<file path="config.mk">
export PLATFORM = sky130hd
export DESIGN_NAME = attribute_number_parser_flat
export DESIGN_NICKNAME = d
export VERILOG_FILES = /design/src/rtl/attribute_number_parser_if.sv /design/src/rtl/attribute_number_parser.sv /design/src/flat_wrapper.sv
export SDC_FILE = /design/constraint.sdc
export NUM_CORES = 1
export LEC_CHECK = 0
export CAP_MARGIN = 20
export CORE_ASPECT_RATIO = 2
export CORE_MARGIN = 3
export CORE_UTILIZATION = 40
export CTS_BUF_LIST = sky130_fd_sc_hd__clkbuf_8 sky130_fd_sc_hd__clkbuf_16
export CTS_CLUSTER_SIZE = 30
export DETAILED_ROUTE_END_ITERATION = 10
export PLACE_DENSITY = 0.65
export SLEW_MARGIN = 20
export SYNTH_ARGS = -nofsm -noshare
export SYNTH_HDL_FRONTEND = slang
export SYNTH_SLANG_ARGS = --single-unit
</file>
<file path="constraint.sdc">
create_clock -name clock -period 2.7 [get_ports clock]
set_input_delay 0.54 -clock clock [delete_from_list [all_inputs] [get_ports clock]]
set_output_delay 0.54 -clock clock [all_outputs]
set_load 0.01 [all_outputs]
</file>
<file path="src/rtl/attribute_number_parser_if.sv">
// Character-stream handshake and result bus between the attribute tokenizer
// and the number parser.
interface attribute_number_parser_if #(
    parameter int VALUE_BITS = 10,
    parameter int CHAR_BITS  = 8,
    parameter int MAX_DIGITS = 6
);
    localparam int CNT_BITS = $clog2(MAX_DIGITS + 2);

    logic                  start;
    logic [CHAR_BITS-1:0]  char;
    logic                  char_valid;
    logic                  char_ready;
    logic                  done;
    logic                  error;
    logic                  overflow;
    logic                  is_hex;
    logic                  is_percent;
    logic [VALUE_BITS-1:0] value;
    logic [CNT_BITS-1:0]   digit_count;

    modport master (
        output start, char, char_valid,
        input  char_ready, done, error, overflow, is_hex, is_percent, value, digit_count
    );

    modport slave (
        input  start, char, char_valid,
        output char_ready, done, error, overflow, is_hex, is_percent, value, digit_count
    );
endinterface

</file>
<file path="src/rtl/attribute_number_parser.sv">
// HTML attribute value -> unsigned number: decimal, "px"/"%" suffixes, saturation.
// Hex ("#" prefix) parsing is built only when ATTRIBUTE_NUMBER_PARSER_HEX_EN is defined.
module attribute_number_parser #(
    parameter int VALUE_BITS = 10,
    parameter int CHAR_BITS  = 8,
    parameter int MAX_DIGITS = 6
) (
    input logic clock,
    input logic reset_n,
    attribute_number_parser_if.slave bus
);
    localparam int CNT_BITS = $clog2(MAX_DIGITS + 2);
    localparam int WIDE     = VALUE_BITS + 4;
    localparam logic [WIDE-1:0] MAX_VAL = {4'b0, {VALUE_BITS{1'b1}}};

    localparam logic [CHAR_BITS-1:0] CH_SP   = CHAR_BITS'(8'h20);
    localparam logic [CHAR_BITS-1:0] CH_QT   = CHAR_BITS'(8'h22);
    localparam logic [CHAR_BITS-1:0] CH_HASH = CHAR_BITS'(8'h23);
    localparam logic [CHAR_BITS-1:0] CH_PCT  = CHAR_BITS'(8'h25);
    localparam logic [CHAR_BITS-1:0] CH_0    = CHAR_BITS'(8'h30);
    localparam logic [CHAR_BITS-1:0] CH_9    = CHAR_BITS'(8'h39);
    localparam logic [CHAR_BITS-1:0] CH_GT   = CHAR_BITS'(8'h3E);
    localparam logic [CHAR_BITS-1:0] CH_P    = CHAR_BITS'(8'h70);
    localparam logic [CHAR_BITS-1:0] CH_X    = CHAR_BITS'(8'h78);

    typedef enum logic [2:0] {IDLE, FIRST, DEC, HEX, UNIT_P, SUF_END, DONE} state_t;

    state_t                state;
    logic                  ready_q, done_q, err_q, ovf_q, hex_q, pct_q;
    logic [VALUE_BITS-1:0] value_q;
    logic [CNT_BITS-1:0]   cnt_q;

    logic [CHAR_BITS-1:0]  c;
    logic                  is_dec, is_term, xfer, sat;
    logic [3:0]            dig;
    logic [WIDE-1:0]       dec_next, acc;
    logic [VALUE_BITS-1:0] val_d;
    logic [CNT_BITS-1:0]   cnt_d;

    assign c       = bus.char;
    assign xfer    = bus.char_valid & ready_q & ~bus.start;
    assign is_dec  = (c >= CH_0) && (c <= CH_9);
    assign is_term = (c == CH_SP) || (c == CH_GT) || (c == CH_QT);

`ifdef ATTRIBUTE_NUMBER_PARSER_HEX_EN
    localparam logic [CHAR_BITS-1:0] CH_LA = CHAR_BITS'(8'h61);
    localparam logic [CHAR_BITS-1:0] CH_LF = CHAR_BITS'(8'h66);
    localparam logic [CHAR_BITS-1:0] CH_UA = CHAR_BITS'(8'h41);
    localparam logic [CHAR_BITS-1:0] CH_UF = CHAR_BITS'(8'h46);
    logic            is_hexd;
    logic [WIDE-1:0] hex_next;
    assign is_hexd  = is_dec || ((c >= CH_LA) && (c <= CH_LF)) || ((c >= CH_UA) && (c <= CH_UF));
    // Both 'a'..'f' and 'A'..'F' have low nibble 1..6, so +9 maps them to 10..15.
    assign dig      = is_dec ? c[3:0] : c[3:0] + 4'd9;
    assign hex_next = {value_q, 4'b0} | WIDE'(dig);
    assign acc      = (state == HEX) ? hex_next : dec_next;
`else
    assign dig      = c[3:0];
    assign acc      = dec_next;
`endif

    // Wide accumulate so a single step past the ceiling is visible before truncation.
    assign dec_next = WIDE'(value_q) * WIDE'(10) + WIDE'(dig);
    assign sat      = ovf_q || (cnt_q >= CNT_BITS'(MAX_DIGITS)) || (acc > MAX_VAL);
    assign val_d    = sat ? '1 : acc[VALUE_BITS-1:0];
    assign cnt_d    = (cnt_q == CNT_BITS'(MAX_DIGITS + 1)) ? cnt_q : cnt_q + 1'b1;

    always_ff @(posedge clock or negedge reset_n) begin
        if (!reset_n) begin
            state   <= IDLE;
            ready_q <= 1'b0;
            done_q  <= 1'b0;
            err_q   <= 1'b0;
            ovf_q   <= 1'b0;
            hex_q   <= 1'b0;
            pct_q   <= 1'b0;
            value_q <= '0;
            cnt_q   <= '0;
        end else if (bus.start) begin
            state   <= FIRST;
            ready_q <= 1'b1;
            done_q  <= 1'b0;
            err_q   <= 1'b0;
            ovf_q   <= 1'b0;
            hex_q   <= 1'b0;
            pct_q   <= 1'b0;
            value_q <= '0;
            cnt_q   <= '0;
        end else if (xfer) begin
            case (state)
                FIRST: begin
                    if (is_dec) begin
                        state <= DEC; value_q <= val_d; ovf_q <= sat; cnt_q <= cnt_d;
`ifdef ATTRIBUTE_NUMBER_PARSER_HEX_EN
                    end else if (c == CH_HASH) begin
                        state <= HEX; hex_q <= 1'b1;
`endif
                    end else begin
                        state <= DONE; ready_q <= 1'b0; done_q <= 1'b1; err_q <= 1'b1;
                    end
                end
                DEC: begin
                    if (is_dec) begin
                        value_q <= val_d; ovf_q <= sat; cnt_q <= cnt_d;
                    end else if (c == CH_P) begin
                        state <= UNIT_P;
                    end else if (c == CH_PCT) begin
                        state <= SUF_END; pct_q <= 1'b1;
                    end else begin
                        state <= DONE; ready_q <= 1'b0; done_q <= 1'b1; err_q <= !is_term;
                    end
                end
`ifdef ATTRIBUTE_NUMBER_PARSER_HEX_EN
                HEX: begin
                    if (is_hexd) begin
                        value_q <= val_d; ovf_q <= sat; cnt_q <= cnt_d;
                    end else begin
                        state <= DONE; ready_q <= 1'b0; done_q <= 1'b1;
                        err_q <= !is_term || (cnt_q == '0);
                    end
                end
`endif
                UNIT_P: begin
                    if (c == CH_X) begin
                        state <= SUF_END;
                    end else begin
                        state <= DONE; ready_q <= 1'b0; done_q <= 1'b1; err_q <= 1'b1;
                    end
                end
                SUF_END: begin
                    state <= DONE; ready_q <= 1'b0; done_q <= 1'b1; err_q <= !is_term;
                end
                default: ;
            endcase
        end
    end

    assign bus.char_ready  = ready_q & ~bus.start;
    assign bus.done        = done_q;
    assign bus.error       = err_q;
    assign bus.overflow    = ovf_q;
    assign bus.is_hex      = hex_q;
    assign bus.is_percent  = pct_q;
    assign bus.value       = value_q;
    assign bus.digit_count = cnt_q;
endmodule

</file>
<file path="src/flat_wrapper.sv">
// flat-port wrapper written by rule: the top's interface ports become plain ports
module attribute_number_parser_flat 
#(
    parameter int VALUE_BITS = 10,
    parameter int CHAR_BITS  = 8,
    parameter int MAX_DIGITS = 6
)
  (clock, reset_n, bus_start, bus_char, bus_char_valid, bus_char_ready, bus_done, bus_error, bus_overflow, bus_is_hex, bus_is_percent, bus_value, bus_digit_count);
  attribute_number_parser_if #(.VALUE_BITS(VALUE_BITS), .CHAR_BITS(CHAR_BITS), .MAX_DIGITS(MAX_DIGITS)) bus_i ();
  input logic clock;
  input logic reset_n;
  input wire logic [$bits(bus_i.start)-1:0] bus_start;
  input wire logic [$bits(bus_i.char)-1:0] bus_char;
  input wire logic [$bits(bus_i.char_valid)-1:0] bus_char_valid;
  output wire logic [$bits(bus_i.char_ready)-1:0] bus_char_ready;
  output wire logic [$bits(bus_i.done)-1:0] bus_done;
  output wire logic [$bits(bus_i.error)-1:0] bus_error;
  output wire logic [$bits(bus_i.overflow)-1:0] bus_overflow;
  output wire logic [$bits(bus_i.is_hex)-1:0] bus_is_hex;
  output wire logic [$bits(bus_i.is_percent)-1:0] bus_is_percent;
  output wire logic [$bits(bus_i.value)-1:0] bus_value;
  output wire logic [$bits(bus_i.digit_count)-1:0] bus_digit_count;
  assign bus_i.start = bus_start;
  assign bus_i.char = bus_char;
  assign bus_i.char_valid = bus_char_valid;
  assign bus_char_ready = bus_i.char_ready;
  assign bus_done = bus_i.done;
  assign bus_error = bus_i.error;
  assign bus_overflow = bus_i.overflow;
  assign bus_is_hex = bus_i.is_hex;
  assign bus_is_percent = bus_i.is_percent;
  assign bus_value = bus_i.value;
  assign bus_digit_count = bus_i.digit_count;
  attribute_number_parser #(.VALUE_BITS(VALUE_BITS), .CHAR_BITS(CHAR_BITS), .MAX_DIGITS(MAX_DIGITS)) u_core (.clock(clock), .reset_n(reset_n), .bus(bus_i));
endmodule
</file>
* Word-level counts from Yosys, hierarchy flattened
Cells that the tools add are included.
Operators by class: multiplexer cells 50, $mul 1, bitwise logic cells 4, add/sub/neg operators 2, reduce and logical (&&, ||, !) cells 18, equality and inequality tests 19, order comparisons 4
Operator list (count):
- $mux W10 | 5
- $eq A8 B6 Y1 const B | 4
- $mux W3 | 10
- $mux W1 | 29
- $eq A8 B7 Y1 const B | 2
- $ne A3 B3 Y1 const B | 5
- $add A14 B4 Y14 | 1
- $gt A14 B10 Y1 const B | 1
- $mul A10 B3 Y13 const B | 1
- $pmux W1 S4 | 3
- $pmux W3 S4 | 1
- $reduce_bool A2 Y1 | 5
- $eq A3 B3 Y1 const B | 3
- $ge A8 B6 Y1 const B | 1
- $le A8 B6 Y1 const B | 1
- $reduce_and A7 Y1 | 1
- $ne A2 B2 Y1 const B | 3
- $reduce_and A3 Y1 | 2
- $reduce_and A5 Y1 | 1
- $reduce_bool A5 Y1 | 1
- $logic_or A1 B1 Y1 | 4
- $mux W2 | 2
- $reduce_and A4 Y1 | 1
- $add A3 B1 Y3 const B | 1
- other kinds (8) | 10
Storage, ports and cells: bits of input ports 12, output and inout bits 19, register bits 21, logic and storage cells 106

* Logic depth before layout (Yosys ltp)
depth after elaboration 10, depth in mapped cells 12, depth with buffers taken out 11

* Worst setup path before layout
OpenSTA, ideal clock, no wires.
path type register to register, from register u_core.value_q[1] (netlist: u_core.bus.value[1]), to register u_core.value_q[3] (netlist: u_core.bus.value[3]), setup time 0.140 ns, data arrival time 2.758 ns, cell stages (with the launch flop) 13, clock period less this slack 2.898 ns, buffers on the path 1, setup slack -0.198 ns, required time 2.560 ns, cell sequence dfrtp_1 ha_1 ha_1 inv_1 fa_1 nand2b_1 a21oi_1 xor2_1 nand4_1 xnor2_1 nor4b_2 buf_6 a211oi_1
Between the ends: longest elaborated chain between the ends 9
Ends and longest elaborated chain:
- start: declaration | RTL line attribute_number_parser.sv:30 | logic [VALUE_BITS-1:0] value_q;
- start signal: assignment | RTL line attribute_number_parser.sv:104 | value_q <= val_d; ovf_q <= sat; cnt_q <= cnt_d;
- $mul A10 B3 Y13 * | RTL line attribute_number_parser.sv:63 | assign dec_next = WIDE'(value_q) * WIDE'(10) + WIDE'(dig);
- $add A14 B4 Y14 * | RTL line attribute_number_parser.sv:63
- $gt A14 B10 Y1 | RTL line attribute_number_parser.sv:64 | assign sat = ovf_q || (cnt_q >= CNT_BITS'(MAX_DIGITS)) || (acc > MAX_VAL);
- $logic_or A1 B1 Y1 | RTL line attribute_number_parser.sv:64
- $mux W10 * | RTL line attribute_number_parser.sv:65 | assign val_d = sat ? '1 : acc[VALUE_BITS-1:0];
- $mux W10 * | RTL line attribute_number_parser.sv:92, attribute_number_parser.sv:103
- $mux W10 *
- $mux W10 * | RTL line attribute_number_parser.sv:89 | end else if (xfer) begin
- $mux W10 * | RTL line attribute_number_parser.sv:79 | end else if (bus.start) begin
Every way passes the cells marked *; elsewhere a longest branch is shown, timed or not. The select of a mux whose other input is x is not followed. A chain may end at the register's enable or synchronous reset.

* Worst setup path in the final report
from register u_core.value_q[3] (netlist: u_core.bus.value[3]), to register u_core.value_q[3] (netlist: u_core.bus.value[3])
Between the ends: longest elaborated chain between the ends 9
Ends and longest elaborated chain (RTL line):
- $mul A10 B3 Y13 | attribute_number_parser.sv:63
- $add A14 B4 Y14 | attribute_number_parser.sv:63
- $gt A14 B10 Y1 | attribute_number_parser.sv:64
- $logic_or A1 B1 Y1 | attribute_number_parser.sv:64
- $mux W10 | attribute_number_parser.sv:65
- $mux W10 | attribute_number_parser.sv:92, attribute_number_parser.sv:103
- $mux W10
- $mux W10 | attribute_number_parser.sv:89
- $mux W10 | attribute_number_parser.sv:79
Every way passes these cells. The select of a mux whose other input is x is not followed.

==> flow_summary.yaml <==
outcome:
  status: "finished clean"
grt:
  first_global_vias: 1659
  gr-usage-met1_pct: 19.79
  antenna_found_initial: 0
  met3_usage_pct: 1.337
  gr-total-overflow: 0
  grt_max_degree: 25
  grt_usage_pct: 18.36
  grtUsageMet2_pct: 35.82
  grt_pass1_wl_um: 7424
  grt_busiest_layer: "met2"
sta:
  slew_violations: 0
  fin_ws_ps: 30.88
  setup_violations: 0
  fmax_mhz: 374.7
  fin_worst_skew_ps: 1.006
  post-route-min-period_ps: 2669
  hold_violations: 0
  rsz0062_at_grt: "yes"
  finalCritPeriodShare_pct: 98.86
clock_network:
  path_clk_slew_ps: 80
  ctsHoldBuffers: 0
  cts_buffers: 3
  root_buffer: "clkbuf_8"
  htree_levels: 1
  insertion_delay_ps: 260
  cts_tree: "done"
  cts_sinks: 21
  cts_buffer_depth: 2
pwr:
  powerDensity_nw_per_um2: 265.5
  power_frac_seq_pct: 50.1
  sw_frac_of_total_pct: 26.93
  p_leak_nw: 1.127
  p_clk_share_pct: 30.7
  internal_power_mw: 0.4964
  irDropWorstVdd_v: 0.0002962
  p_comb_share_pct: 19.2
  power_switching_mw: 0.1829
logic_synthesis:
  async_flop_share_pct: 100.0
  ys_warn_count: 0
  synth_nets: 231
  ys_types: 42
  synth_ff_type: "dfrtp_1"
  synthCells: 196
  synthTopCellsByArea: "dfrtp_1, ha_1, nor2_1"
  synth_top_area_cell: "dfrtp_1"
  synth_edf_count: 0
  syn_avg_cell_area_um2: 9.001
  synth-seq-cells: 21
  synth_area_um2: 1764
  synth_top_area_share_pct: 29.79
  ys_seq_area_share_pct: 29.79
routing:
  avgViaCountPerCell: 5.361
  routed_wl_um: 4571
  wire_per_inst_um: 14.75
  final_antenna_net_count: 0
  first_pass_iters: 4
  vias: 1662
  drt-initial-drc-count: 29
  drc: 0
finish:
  diodes: 0
  nets: 294
  area_delta_synth_final_pct: 45.04
  post_layout_nonfiller_instances: 310
  drive_gt1_share_pct: 28.68
  fin_util_pct: 61.36
  filler_cell_count: 384
critical_path:
  cp_data_arrival_time_ps: 2810
  path_max_fanout: 6
  cp.buffers_inverters: 2
  cp_slowest_cell: "dfrtp_2"
  end_kind: "flip-flop"
  crit_chain: "ha_4 -> ha_4 -> inv_2 -> fa_2 -> nand2b_4 -> a21oi_4 -> xor2_2 -> nand4_1 -> xnor2_1 -> nor4b_2 -> buf_4 -> a211oi_1"
  cp_top_family: "adder cells"
  cp_data_required_time_ps: 2840
  criticalPathCategory: "reg -> reg"
  crit_path_start_kind: "flip-flop"
  crit_top_cell: "ha_4"
  slowest_delay_ps: 440
placed_design:
  place_ws_ps: -73.17
  gp_congestion: 0.8831
  hpwlAfterDp_um: 3524
  dp.cells: 297
  numPortBuffers: 29
die:
  fp.dieW_um: 52.96
  start_util_pct: 42.30
  num_rows: 33
  ios: 31
  die_area_um2: 5292
  fp.dieH_um: 99.92
  coreArea_um2: 4170
min_path:
  hold_path.class: "reg -> reg"
flow_run:
  drv_cap: 0
-- kinds of logic after synthesis --
group	count (synthesis)	share of synthesized area (%)
simple gates	69	20.14
compound gates	48	19.01
fa+ha+maj	23	17.16
flops	21	29.79
buf+inv	16	4.468
xor+xnor	14	6.950
mux	4	2.270
other cells	1	0.2126
-- path summary, 6_finish.rpt --
| path | start | endpoint | slack, ps | cells past startpoint |
|---|---|---|---|---|
| hold / removal | u_core.bus.done$_DFFE_PN0P_ | u_core.bus.done$_DFFE_PN0P_ | 520 | 2 |
| min in group asynchronous | reset_n | u_core.bus.done$_DFFE_PN0P_ | 620 | 2 |
| hold reg to reg | u_core.bus.done$_DFFE_PN0P_ | u_core.bus.done$_DFFE_PN0P_ | 520 | 2 |
| setup / recovery | u_core.bus.value[3]$_DFFE_PN0P_ | u_core.bus.value[3]$_DFFE_PN0P_ | 30 | 12 |
| max in group asynchronous | reset_n | u_core.bus.value[3]$_DFFE_PN0P_ | 1840 | 2 |
| setup reg to reg | u_core.bus.value[3]$_DFFE_PN0P_ | u_core.bus.value[3]$_DFFE_PN0P_ | 30 | 12 |
-- sequential cells by signal (all words and copies together), names as in the netlist --
signal and cells:
u_core.bus.error 1, u_core.ready_q 1, u_core.bus.done 1, u_core.bus.is_percent 1, u_core.bus.digit_count 3, u_core.bus.value 10
u_core.state 3, u_core.bus.overflow 1
-- tightest hold or removal path: stages (launching register included) --
cell,delay [ps]
dfrtp_1,380
inv_1,50
a21oi_1,50
-- metal layers --
metal | part of all wire (%) | up-vias | wire [µm]
li1 | - | 829 | -
met1 | 37 | 803 | 1714
met2 | 59 | 26 | 2696
met3 | 2.3 | 4 | 104
met4 | 1.2 | 0 | 55
met5 | 0 | - | 0
-- metrics by stage --
stage / TNS [ps] / hold slack, ps / instance area [µm²] / power [mW]
floorplan: -21.34 / 244.4 / 1810 / 0.4075
CTS: -419.5 / 518.8 / 2475 / 0.6876
detailed placement: -589.7 / 496.3 / 2327 / 0.4727
global placement: -88.18 / 496.5 / 2327 / 0.4716
finish: 0 / 517.5 / 2559 / 0.6793
global route: -1095 / 540.3 / 2559 / 0.7190
-- what timing repair did --
| item | in CTS | in global routing |
|---|---|---|
| setup buffers | 6 | 3 |
| setup endpoints to repair | 11 | 11 |
| pin swaps | 9 | 8 |
| gates resized for setup | 6 | 15 |
-- cell usage after synthesis, types with 3 or more instances --
| library cell | n |
|---|---|
| a21o_1 | 3 |
| clkbuf_1 | 5 |
| dfrtp_1 | 21 |
| xor2_1 | 8 |
| nor2_1 | 30 |
| nand2_1 | 10 |
| nor2b_1 | 3 |
| nand2b_1 | 4 |
| mux2i_1 | 4 |
| nor3_1 | 5 |
| a211oi_1 | 11 |
| a21oi_1 | 13 |
| nand4_1 | 4 |
| nand3_1 | 4 |
| xnor2_1 | 6 |
| inv_1 | 8 |
| ha_1 | 21 |
| o21ai_0 | 5 |
-- power by group through the flow --
| stage | registers (mW) | clock network, mW | logic (mW) |
|---|---|---|---|
| floorplan | 0.342 | 0 | 0.0654 |
| global route | 0.342 | 0.232 | 0.145 |
| finish | 0.340 | 0.209 | 0.130 |
| CTS | 0.340 | 0.218 | 0.129 |
| global placement | 0.346 | 0 | 0.126 |
| detailed placement | 0.346 | 0 | 0.127 |
-- cells in the final DEF (no fill, tap or decap), types with 4 or more instances in the layout --
master	n
ha_1	15
clkdlybuf4s50_1	29
xor2_1	6
buf_4	37
dfrtp_1	17
dfrtp_2	4
o21ai_0	4
mux2i_1	4
nand2_1	10
ha_4	5
xnor2_1	6
nand3_1	4
a211oi_1	10
a21oi_1	9
nor2_1	29
nand4_1	4
inv_1	6
-- area by class of cell --
type                    instances  area, µm²  share of cell area [%]
well taps                      52      65.06                   2.543
clock buffers                   3      41.29                   1.614
clock inverters                 1      5.005                  0.1956
multi-input cells             159       1319                   51.54
inverters                       8      30.03                   1.174
repair buffers                 66      568.0                   22.20
flip-flops and latches         21      530.5                   20.73
Power figures use the tool's default switching activity.
